### config.mk
export PLATFORM = sky130hd
export DESIGN_NAME = timer_counter
export DESIGN_NICKNAME = d
export VERILOG_FILES = /design/src/rtl/timer_counter.sv
export SDC_FILE = /design/constraint.sdc
export NUM_CORES = 1
export LEC_CHECK = 0
export CORE_MARGIN = 2
export CORE_UTILIZATION = 43
export DETAILED_ROUTE_END_ITERATION = 16
export DONT_BUFFER_PORTS = 1
export PLACE_DENSITY = 0.58
export SLEW_MARGIN = 20
export SYNTH_ARGS = -nofsm -noshare
export SYNTH_HDL_FRONTEND = slang
export SYNTH_SLANG_ARGS = --single-unit
### constraint.sdc
create_clock -name clk -period 5.02 [get_ports clk]
set_input_delay 1.004 -clock clk [delete_from_list [all_inputs] [get_ports clk]]
set_output_delay 1.004 -clock clk [all_outputs]
set_load 0.02 [all_outputs]
### src/rtl/timer_counter.sv
// Prescaled up/down timer with one-shot or auto-reload operation.
// It pulses tc_pulse and raises a sticky irq when the count reaches its terminal value.
module timer_counter #(
  parameter int WIDTH      = 24,
  parameter int PRESCALE_W = 8
) (
  input  logic                  clk,
  input  logic                  rst,
  input  logic                  load,
  input  logic [WIDTH-1:0]      load_value,
  input  logic                  en,
  input  logic                  dir,
  input  logic                  auto_reload,
  input  logic [PRESCALE_W-1:0] prescale,
  input  logic                  irq_clr,
  output logic [WIDTH-1:0]      count,
  output logic                  tc_pulse,
  output logic                  irq,
  output logic                  running
);

  typedef enum logic [1:0] {
    ST_IDLE = 2'd0,
    ST_RUN  = 2'd1,
    ST_DONE = 2'd2
  } state_t;

  localparam logic [WIDTH-1:0]      ZERO_W = {WIDTH{1'b0}};
  localparam logic [WIDTH-1:0]      ONE_W  = {{(WIDTH-1){1'b0}}, 1'b1};
  localparam logic [PRESCALE_W-1:0] ZERO_P = {PRESCALE_W{1'b0}};
  localparam logic [PRESCALE_W-1:0] ONE_P  = {{(PRESCALE_W-1){1'b0}}, 1'b1};

  state_t                  state_r, state_nxt_s;
  logic [WIDTH-1:0]        count_r, count_nxt_s;
  logic [WIDTH-1:0]        reload_r, reload_nxt_s;
  logic [PRESCALE_W-1:0]   pre_cnt_r, pre_cnt_nxt_s;
  logic                    tick_s, terminal_s;
  logic                    tc_pulse_r, irq_r, running_r;

  // Next-state, prescaler and counter update; load overrides any same-cycle tick
  always_comb begin
    state_nxt_s   = state_r;
    count_nxt_s   = count_r;
    reload_nxt_s  = reload_r;
    pre_cnt_nxt_s = pre_cnt_r;
    tick_s        = 1'b0;
    terminal_s    = 1'b0;

    if (load) begin
      reload_nxt_s  = load_value;
      pre_cnt_nxt_s = ZERO_P;
      state_nxt_s   = ST_RUN;
      count_nxt_s   = dir ? ZERO_W : load_value;
    end else if ((state_r == ST_RUN) && en) begin
      // >= so that a prescale lowered mid-run takes effect immediately
      if (pre_cnt_r >= prescale) begin
        tick_s        = 1'b1;
        pre_cnt_nxt_s = ZERO_P;
      end else begin
        pre_cnt_nxt_s = pre_cnt_r + ONE_P;
      end
    end else begin
      pre_cnt_nxt_s = pre_cnt_r;
    end

    if (tick_s) begin
      if (dir == 1'b0) begin
        if (count_r != ZERO_W) begin
          count_nxt_s = count_r - ONE_W;
        end else begin
          terminal_s = 1'b1;
        end
      end else begin
        if (count_r != reload_r) begin
          count_nxt_s = count_r + ONE_W;
        end else begin
          terminal_s = 1'b1;
        end
      end
    end else begin
      terminal_s = 1'b0;
    end

    if (terminal_s) begin
      if (auto_reload) begin
        count_nxt_s = dir ? ZERO_W : reload_r;
      end else begin
        state_nxt_s = ST_DONE;
      end
    end else begin
      state_nxt_s = state_nxt_s;
    end
  end

  // State and output registers; irq set wins over a coincident clear
  always_ff @(posedge clk or posedge rst) begin
    if (rst) begin
      state_r    <= ST_IDLE;
      count_r    <= ZERO_W;
      reload_r   <= ZERO_W;
      pre_cnt_r  <= ZERO_P;
      tc_pulse_r <= 1'b0;
      irq_r      <= 1'b0;
      running_r  <= 1'b0;
    end else begin
      state_r    <= state_nxt_s;
      count_r    <= count_nxt_s;
      reload_r   <= reload_nxt_s;
      pre_cnt_r  <= pre_cnt_nxt_s;
      tc_pulse_r <= terminal_s;
      irq_r      <= terminal_s | (irq_r & ~irq_clr);
      running_r  <= (state_nxt_s == ST_RUN);
    end
  end

  assign count    = count_r;
  assign tc_pulse = tc_pulse_r;
  assign irq      = irq_r;
  assign running  = running_r;

endmodule
Yosys cells after proc, flatten, opt, wreduce, memory -nomap -nowiden
Cells that the tools add are included.

word-level totals
  flip-flop bits (word level) = 61
  bits of input ports = 39
  output and inout bits = 27

cells by class
  add/subtract/negate cells = 3
  order comparisons = 1
  equality and inequality tests = 3
  mux-type cells = 22
  bitwise logic cells = 3
  reductions and logical operators = 3

operators by type and width
  cell                                                                   number
  24-bit two-way mux                                                     9
  24-bit by 1-bit adder with 24-bit output (second input constant)       1
  8-bit two-way mux                                                      3
  24-bit inequality test                                                 1
  24-bit nonzero test                                                    1
  24-bit by 1-bit subtractor with 24-bit output (second input constant)  1
  8-bit by 1-bit adder with 8-bit output (second input constant)         1
  8-bit greater-or-equal comparator                                      1
  1-bit two-way mux                                                      7
  2-bit two-way mux                                                      3
  2-bit by 1-bit == test with 1-bit output (second input constant)       2
  2-bit nonzero test                                                     1
  1-bit bitwise AND                                                      1
  1-bit logical AND                                                      1
  1-bit NOT                                                              1
  1-bit bitwise OR                                                       1

Depth between registers and ports, before layout
Gate-level depths: netlist of run 1.

  depth after elaboration = 7
  gate-level depth with buffers = 11

Least setup slack after synthesis of run 1
OpenSTA, ideal clock, no wires.

  path type = input-to-reg
  start = in prescale[0]
  end = reg count_r[21], in the netlist count[21]
  setup time = 0.120 ns
  arrival = 3.112 ns
  data required time = 4.900 ns
  slack = 1.788 ns
  cell stages on the path = 9
  path buffers = 0
  cell sequence = ha_1 -> nand2b_1 -> a2111oi_0 -> o31a_1 -> o21a_1 -> nor3_1 -> a22oi_1 -> a22o_1 -> a31o_1

between the ends
  cells in the longest elaborated chain, start to end = 7
  elaborated cells between the ends (all ways) = 8
  classes of those cells = order compare (1); mux (7)

RTL lines
  element                                RTL line  RTL
  from (decl)                            14        input logic [PRESCALE_W-1:0] prescale,
  8-bit greater-or-equal comparator (*)  56        if (pre_cnt_r >= prescale) begin
  1-bit two-way mux (*)                  56
  1-bit two-way mux (*)                  54        end else if ((state_r == ST_RUN) && en) begin
  1-bit two-way mux (*)                  49        if (load) begin
  24-bit two-way mux                     66        if (tick_s) begin
  24-bit two-way mux                     85        if (auto_reload) begin
  24-bit two-way mux (*)                 84        if (terminal_s) begin
  via count_nxt_s[21]                    34        logic [WIDTH-1:0] count_r, count_nxt_s;
  to (signal assigned)                   107       count_r <= count_nxt_s;
  to (decl)                              34

Mark *: on every way through the listed nets, which the timed path passes. The rest lies on a longest branch.
A chain may end at the register's enable or synchronous reset.

Worst setup path after layout of run 1
  start = reg count_r[18], in the netlist count[18]
  end = reg count_r[10], in the netlist count[10]

between the ends
  cells in the longest elaborated chain, start to end = 6
  elaborated cells between the ends (all ways) = 12
  classes of those cells = eq/ne (1); mux (10); reduce/logical (1)

RTL lines
  element                                                               RTL line  RTL
  24-bit inequality test / 24-bit nonzero test (equally long branches)  74, 68
  24-bit two-way mux, on equally long branches                          74, 68
  24-bit two-way mux                                                    67        if (dir == 1'b0) begin
  24-bit two-way mux                                                    66
  24-bit two-way mux                                                    85
  24-bit two-way mux (*)                                                84
  via count_nxt_s[10]                                                   34

Marks and branches as above.

==> qor.yml, run 1 <==
clock_tree:
  cts_root_buf: "clkbuf_16"
  h-tree-depth: 3
  cts_tree: "built"
  clkTransAtPathRegs_ps: 50
  cts_buffers: 9
  cts_sinks: 61
  post_cts_buffers: 0
  cts_hold_buf: 0
  cts_max_path_buffers: 2
  clk_latency_ps: 340
  cts_resized: 0
timing:
  layout_setup_ws_ps: 1370
  maxSlewHeadroom: 0.227
  hold_viol_final: 0
  final.setup.tns_ps: 0
  min_period_ps: 3650
  max_slew.worst_pin.slew_ps: 1150
  period_share: 0.727
  whs_ps: 482
  skew_ps: 8.17
  setup-violations-final: 0
  rsz0062_at_grt: "no"
  slew_violations: 0
  fmax_ghz: 0.274
logic_synthesis:
  async_flop_share: 1.00
  syn-num-nets: 664
  synth_area_per_cell_um2: 8.10
  ys_seq_area_frac: 0.307
  ys_seq_elements: 61
  ys_types: 77
  netlist_area_um2: 4970
  yosys_warnings: 0
  synth-edff-count: 0
  synthFlopType: "dfrtp_1"
  synthCells: 614
worst_setup_path:
  cp-endpoint: "count[10]"
  worstSetupEndpointType: "flip-flop"
  startpoint: "count[18]"
  cp-start-kind: "flip-flop"
  worstPathMaxFanout: 22
  path_class: "flip-flop to flip-flop"
  r2r_end: "count[10]"
  r2r_start: "count[18]"
  crit_arrival_ps: 3880
  ff2ff_setup_slack_ps: 1370
  r2r_cells: 8
  crit_required_ps: 5250
power:
  ir_worst_vdd_uv: 161
  share_seq_of_total_power: 0.396
  share_comb_of_total_power: 0.163
  p_leak_nw: 2.10
  p_clk_frac: 0.441
  p_sw_w: 0.000486
  powerDensity_nw_per_um2: 306
  switching_share: 0.300
  intPower_w: 0.00113
placement:
  place_ws_ps: 1150
  hpwl_mm: 10.8
  place.port_buffers: 0
  detailed_place.area_um2: 4950
  place.gp.congestion: 0.930
global_routing:
  grt_max_degree: 54
  first_global_vias: 4589
  antenna_found_initial: 0
  grt_pass1_wl_mm: 25.2
  grt_overflow: 0
  grt_usage: 0.259
drt:
  drt_first_pass_iters: 5
  wire_per_inst_um: 21.7
  routed.top_layer: "met4"
  drt-initial-drc-count: 411
  m1WireLength_mm: 6.80
  antenna_left: 0
  dr_wl_met3_mm: 1.32
  vias_per_cell: 6.47
  met2_length_mm: 7.28
  route.detailed.drc: 0
  routed_wl_mm: 15.8
  via_count: 4702
floorplanning:
  io_pins: 66
  core-area_um2: 11400
  fp.dieW_um: 112
  die_y_um: 112
  start_util: 0.437
  fp-row-count: 39
  die-area_um2: 12400
finish:
  diodes: 0
  finalInstanceArea_um2: 5290
  fill_cells: 1139
  syn_to_final_growth_pct: 6.47
  final_core_util: 0.466
  fin_nets: 629
  drive_gt1_frac: 0.0993
worst_hold_path:
  min_path_type: "flip-flop to flip-flop"
run_status:
  outcome: "complete, no violations"
run:
  max_cap_viol_count: 0
## final cells by class
class	instances	area (µm²)	area share
inverter	30	113	0.0213
clock buffer	13	280	0.0529
tap	143	179	0.0338
clock inverter	3	65.1	0.0123
timing repair buffer	7	52.6	0.00993
multi-input combinational	470	3080	0.581
sequential	61	1530	0.288
## cell families after synthesis
family,after synthesis,share of synthesized area
AND/OR/NAND/NOR,226,0.240
flip-flops,61,0.307
AO/OA/AOI/OAI,172,0.235
adder cells (fa/ha/maj),11,0.0277
multiplexers,15,0.0355
buffers and inverters,83,0.0740
XOR/XNOR,46,0.0810
## through the flow
step	power [W]	cells
after floorplan	0.000853	614
after global placement	0.000903	711
after detailed placement	0.000907	711
after CTS	0.00163	727
after global routing	0.00169	727
final	0.00162	727
## worst max-delay path, cell delays in order, from the launching register on
cell and delay, ps:
dfrtp_1 610, xnor2_1 450, nand2_1 160, nor4_2 670
and2_1 840, o21ai_0 210, a311oi_1 340, nor3_1 90
a21o_1 180
## per-layer routing
layer  global-route usage  up-vias
li1                     -     2169
met1                0.336     2276
met2                0.411      219
met3               0.0789       38
met4               0.0955        0
met5                    0        -
## worst min-delay path by stage
stage / slack, ps / from / to / depth (start not counted)
after CTS: 480 / state_r[1] / state_r[1] / 1
after global placement: 460 / state_r[1] / state_r[1] / 1
after floorplan: 450 / state_r[1] / state_r[1] / 1
final: 480 / state_r[1] / state_r[1] / 1
after detailed placement: 470 / state_r[1] / state_r[1] / 1
after global routing: 530 / state_r[1] / state_r[1] / 1
## flip-flops by register name, indices dropped and copies added, names as in the netlist
| register | flops |
|---|---|
| running | 1 |
| tc_pulse | 1 |
| reload_r | 24 |
| state_r | 2 |
| count | 24 |
| pre_cnt_r | 8 |
| irq | 1 |
## cells in the mapped netlist, drive strengths merged (3+ instances only)
| library cell | count | area [µm²] |
|---|---|---|
| a211oi | 7 | 52.6 |
| a21o | 4 | 30.0 |
| a21oi | 35 | 179 |
| a221o | 3 | 30.0 |
| a221oi | 9 | 78.8 |
| a22o | 4 | 35.0 |
| a22oi | 8 | 60.1 |
| a31o | 3 | 26.3 |
| a31oi | 12 | 75.1 |
| a32oi | 3 | 33.8 |
| and2 | 3 | 18.8 |
| and3 | 11 | 68.8 |
| buf | 17 | 120 |
| clkbuf | 36 | 135 |
| dfrtp | 61 | 1530 |
| ha | 11 | 138 |
| inv | 30 | 113 |
| mux2 | 11 | 124 |
| mux2i | 3 | 30.0 |
| nand2 | 55 | 206 |
| nand3 | 22 | 110 |
| nand3b | 3 | 22.5 |
| nand4 | 17 | 106 |
| nor2 | 59 | 239 |
| nor2b | 3 | 18.8 |
| nor3 | 16 | 96.4 |
| nor4 | 13 | 115 |
| o2111ai | 3 | 26.3 |
| o21a | 3 | 22.5 |
| o21ai | 46 | 230 |
| o2bb2ai | 3 | 26.3 |
| o31ai | 11 | 97.6 |
| or2 | 4 | 25.0 |
| or3 | 6 | 37.5 |
| or4 | 6 | 56.3 |
| xnor2 | 36 | 315 |
| xor2 | 10 | 87.6 |
## power groups by stage
stage / Clock (W) / Sequential [W] / Combinational, W
after detailed placement: 0 / 0.000647 / 0.000260
final: 0.000714 / 0.000640 / 0.000265
after global placement: 0 / 0.000645 / 0.000258
after CTS: 0.000732 / 0.000639 / 0.000262
after floorplan: 0 / 0.000591 / 0.000261
after global routing: 0.000749 / 0.000649 / 0.000292
## cells in the final DEF, fill, tap and decap left out, types with 4 or more instances in the layout
master     count
a31oi_1       12
a22o_1         4
dfrtp_1       61
o21ai_0       35
or3_1          6
clkbuf_8       4
nor4_1         9
o31ai_1        8
clkbuf_16      9
a21o_1         4
o21ai_1       11
inv_1         28
xor2_1        10
nand2_1       55
a22oi_1        8
buf_4          7
nand4_1       17
xnor2_1       36
a211oi_1       7
nor2_1        56
mux2_2        11
nand3_1       22
nor3_1        14
a21oi_1       34
and3_1        11
ha_1          11
a221oi_1       9
Power figures use the tool's default switching activity.
==> inputs of run 2 (changes only) <==
clock period = 3.7 ns   (was 5.02 ns; I/O delays follow)
==> qor.yml, run 2 (same netlist as run 1, synthesis figures left out) <==
timing:
  skew_ps: 7.49
  min_period_ps: 3360
  setup-violations-final: 0
  maxSlewHeadroom: 0.361
  final.setup.tns_ps: 0
  slew_violations: 0
  period_share: 0.908
  layout_setup_ws_ps: 341
  hold_viol_final: 0
  fmax_ghz: 0.298
  max_slew.worst_pin.slew_ps: 950
  whs_ps: 298
  rsz0062_at_grt: "no"
placement:
  place.port_buffers: 0
  hpwl_mm: 11.7
  place_ws_ps: 393
  place.gp.congestion: 0.908
  detailed_place.area_um2: 5150
drt:
  via_count: 4834
  drt-initial-drc-count: 484
  route.detailed.drc: 0
  antenna_left: 0
  drt_first_pass_iters: 5
  vias_per_cell: 6.41
  routed_wl_mm: 16.4
  wire_per_inst_um: 21.8
clock_tree:
  cts_buffers: 9
  cts_resized: 0
  cts_max_path_buffers: 2
  cts_root_buf: "clkbuf_16"
  h-tree-depth: 3
  cts_hold_buf: 0
  cts_sinks: 61
  post_cts_buffers: 0
  cts_tree: "built"
  clk_latency_ps: 340
  clkTransAtPathRegs_ps: 50
worst_setup_path:
  cp-start-kind: "flip-flop"
  worstSetupEndpointType: "flip-flop"
  worstPathMaxFanout: 9
  startpoint: "count[1]"
  slowest_stage: "or3_1"
  crit_required_ps: 3970
  path_class: "flip-flop to flip-flop"
  slowest_delay_ps: 570
  crit_arrival_ps: 3630
  r2r_start: "count[1]"
  crit_chain: "inv_1 > ha_1 > or4b_4 > or3_1 > nor4_2 > a31o_2 > nand3_1 > nor2_2 > o2bb2ai_1 > a31o_1"
finish:
  mostFrequentLayoutCells: "dfrtp_1 (61), nor2_1 (56), nand2_1 (55)"
  diodes: 0
  drive_gt1_frac: 0.136
  final_core_util: 0.479
  final_common_cell: "dfrtp_1"
  syn_to_final_growth_pct: 9.51
  fill_cells: 1130
  fin_nets: 656
  finalInstanceArea_um2: 5450
run:
  max_cap_viol_count: 0
power:
  switching_share: 0.317
  share_comb_of_total_power: 0.211
  intPower_w: 0.00144
  p_clk_frac: 0.402
  share_seq_of_total_power: 0.387
  p_sw_w: 0.000667
  ir_worst_vdd_uv: 249
  powerDensity_nw_per_um2: 386
  p_leak_nw: 2.21
floorplanning:
  fp-row-count: 39
  die_y_um: 112
  fp.dieW_um: 112
  io_pins: 66
  core-area_um2: 11400
  die-area_um2: 12400
  start_util: 0.437
global_routing:
  grt_usage: 0.272
  grt_pass1_wl_mm: 26.7
  antenna_found_initial: 0
  grt_max_degree: 54
  first_global_vias: 4765
  grt_overflow: 0
run_status:
  outcome: "complete, no violations"
worst_hold_path:
  min_path_type: "primary input to asynchronous set/reset pin"
-- run 2: cell count changes in the layout (fill, tap and decap cells not counted) --
cell        delta
buf_4         +27
bufinv_16      -1
clkbuf_1       +2
clkbuf_8       -3
clkinv_2       +1
clkinvlp_4     +1
-- run 2: path summary, 6_finish.rpt --
check / endpoint / slack (ps) / depth (start not counted)
hold / removal: reload_r[1] / 300 / 1
hold reg to reg: state_r[1] / 490 / 1
setup / recovery: count[15] / 340 / 10
max in group asynchronous: count[10] / 2450 / 2
setup reg to reg: count[15] / 340 / 10
min in group clk: state_r[1] / 490 / 1
-- run 2: power groups by stage --
| stage | registers, W | logic [W] | clock network (W) |
|---|---|---|---|
| 6_report | 0.000815 | 0.000443 | 0.000845 |
| 5_1_grt | 0.000823 | 0.000486 | 0.000890 |
| 4_1_cts | 0.000814 | 0.000441 | 0.000862 |
| 3_5_place_dp | 0.000825 | 0.000438 | 0 |
| 3_3_place_gp | 0.000824 | 0.000435 | 0 |
| 2_1_floorplan | 0.000802 | 0.000354 | 0 |
-- run 2: metal layers --
layer	vias up	track usage	part of all wire
met1	2380	0.365	0.43
met2	191	0.434	0.47
met5	-	0	0
met4	0	0.0897	0.025
li1	2225	-	-
met3	38	0.0631	0.076
-- run 2: critical path, delay by kind of cell, from the launching register on --
family                     cells  cell delay, ps
DFF                            1             530
buffers and inverters          1             160
and+or+nand+nor                5            1920
AOI/OAI and AO/OA              3             450
adders and majority gates      1             210
-- run 2: layout make-up --
class	instances	area [µm²]	share of cell area
clock buffer	12	246	0.0453
sequential	61	1530	0.280
clock inverter	4	47.5	0.00873
multi-input combinational	470	3080	0.565
timing repair buffer	34	255	0.0469
tap	143	179	0.0329
inverter	30	113	0.0207
-- run 2: through the flow --
step                total power (W)  cells
floorplan                   0.00116    614
global placement            0.00126    738
detailed placement          0.00126    738
CTS                         0.00212    754
global route                0.00220    754
finish                      0.00210    754
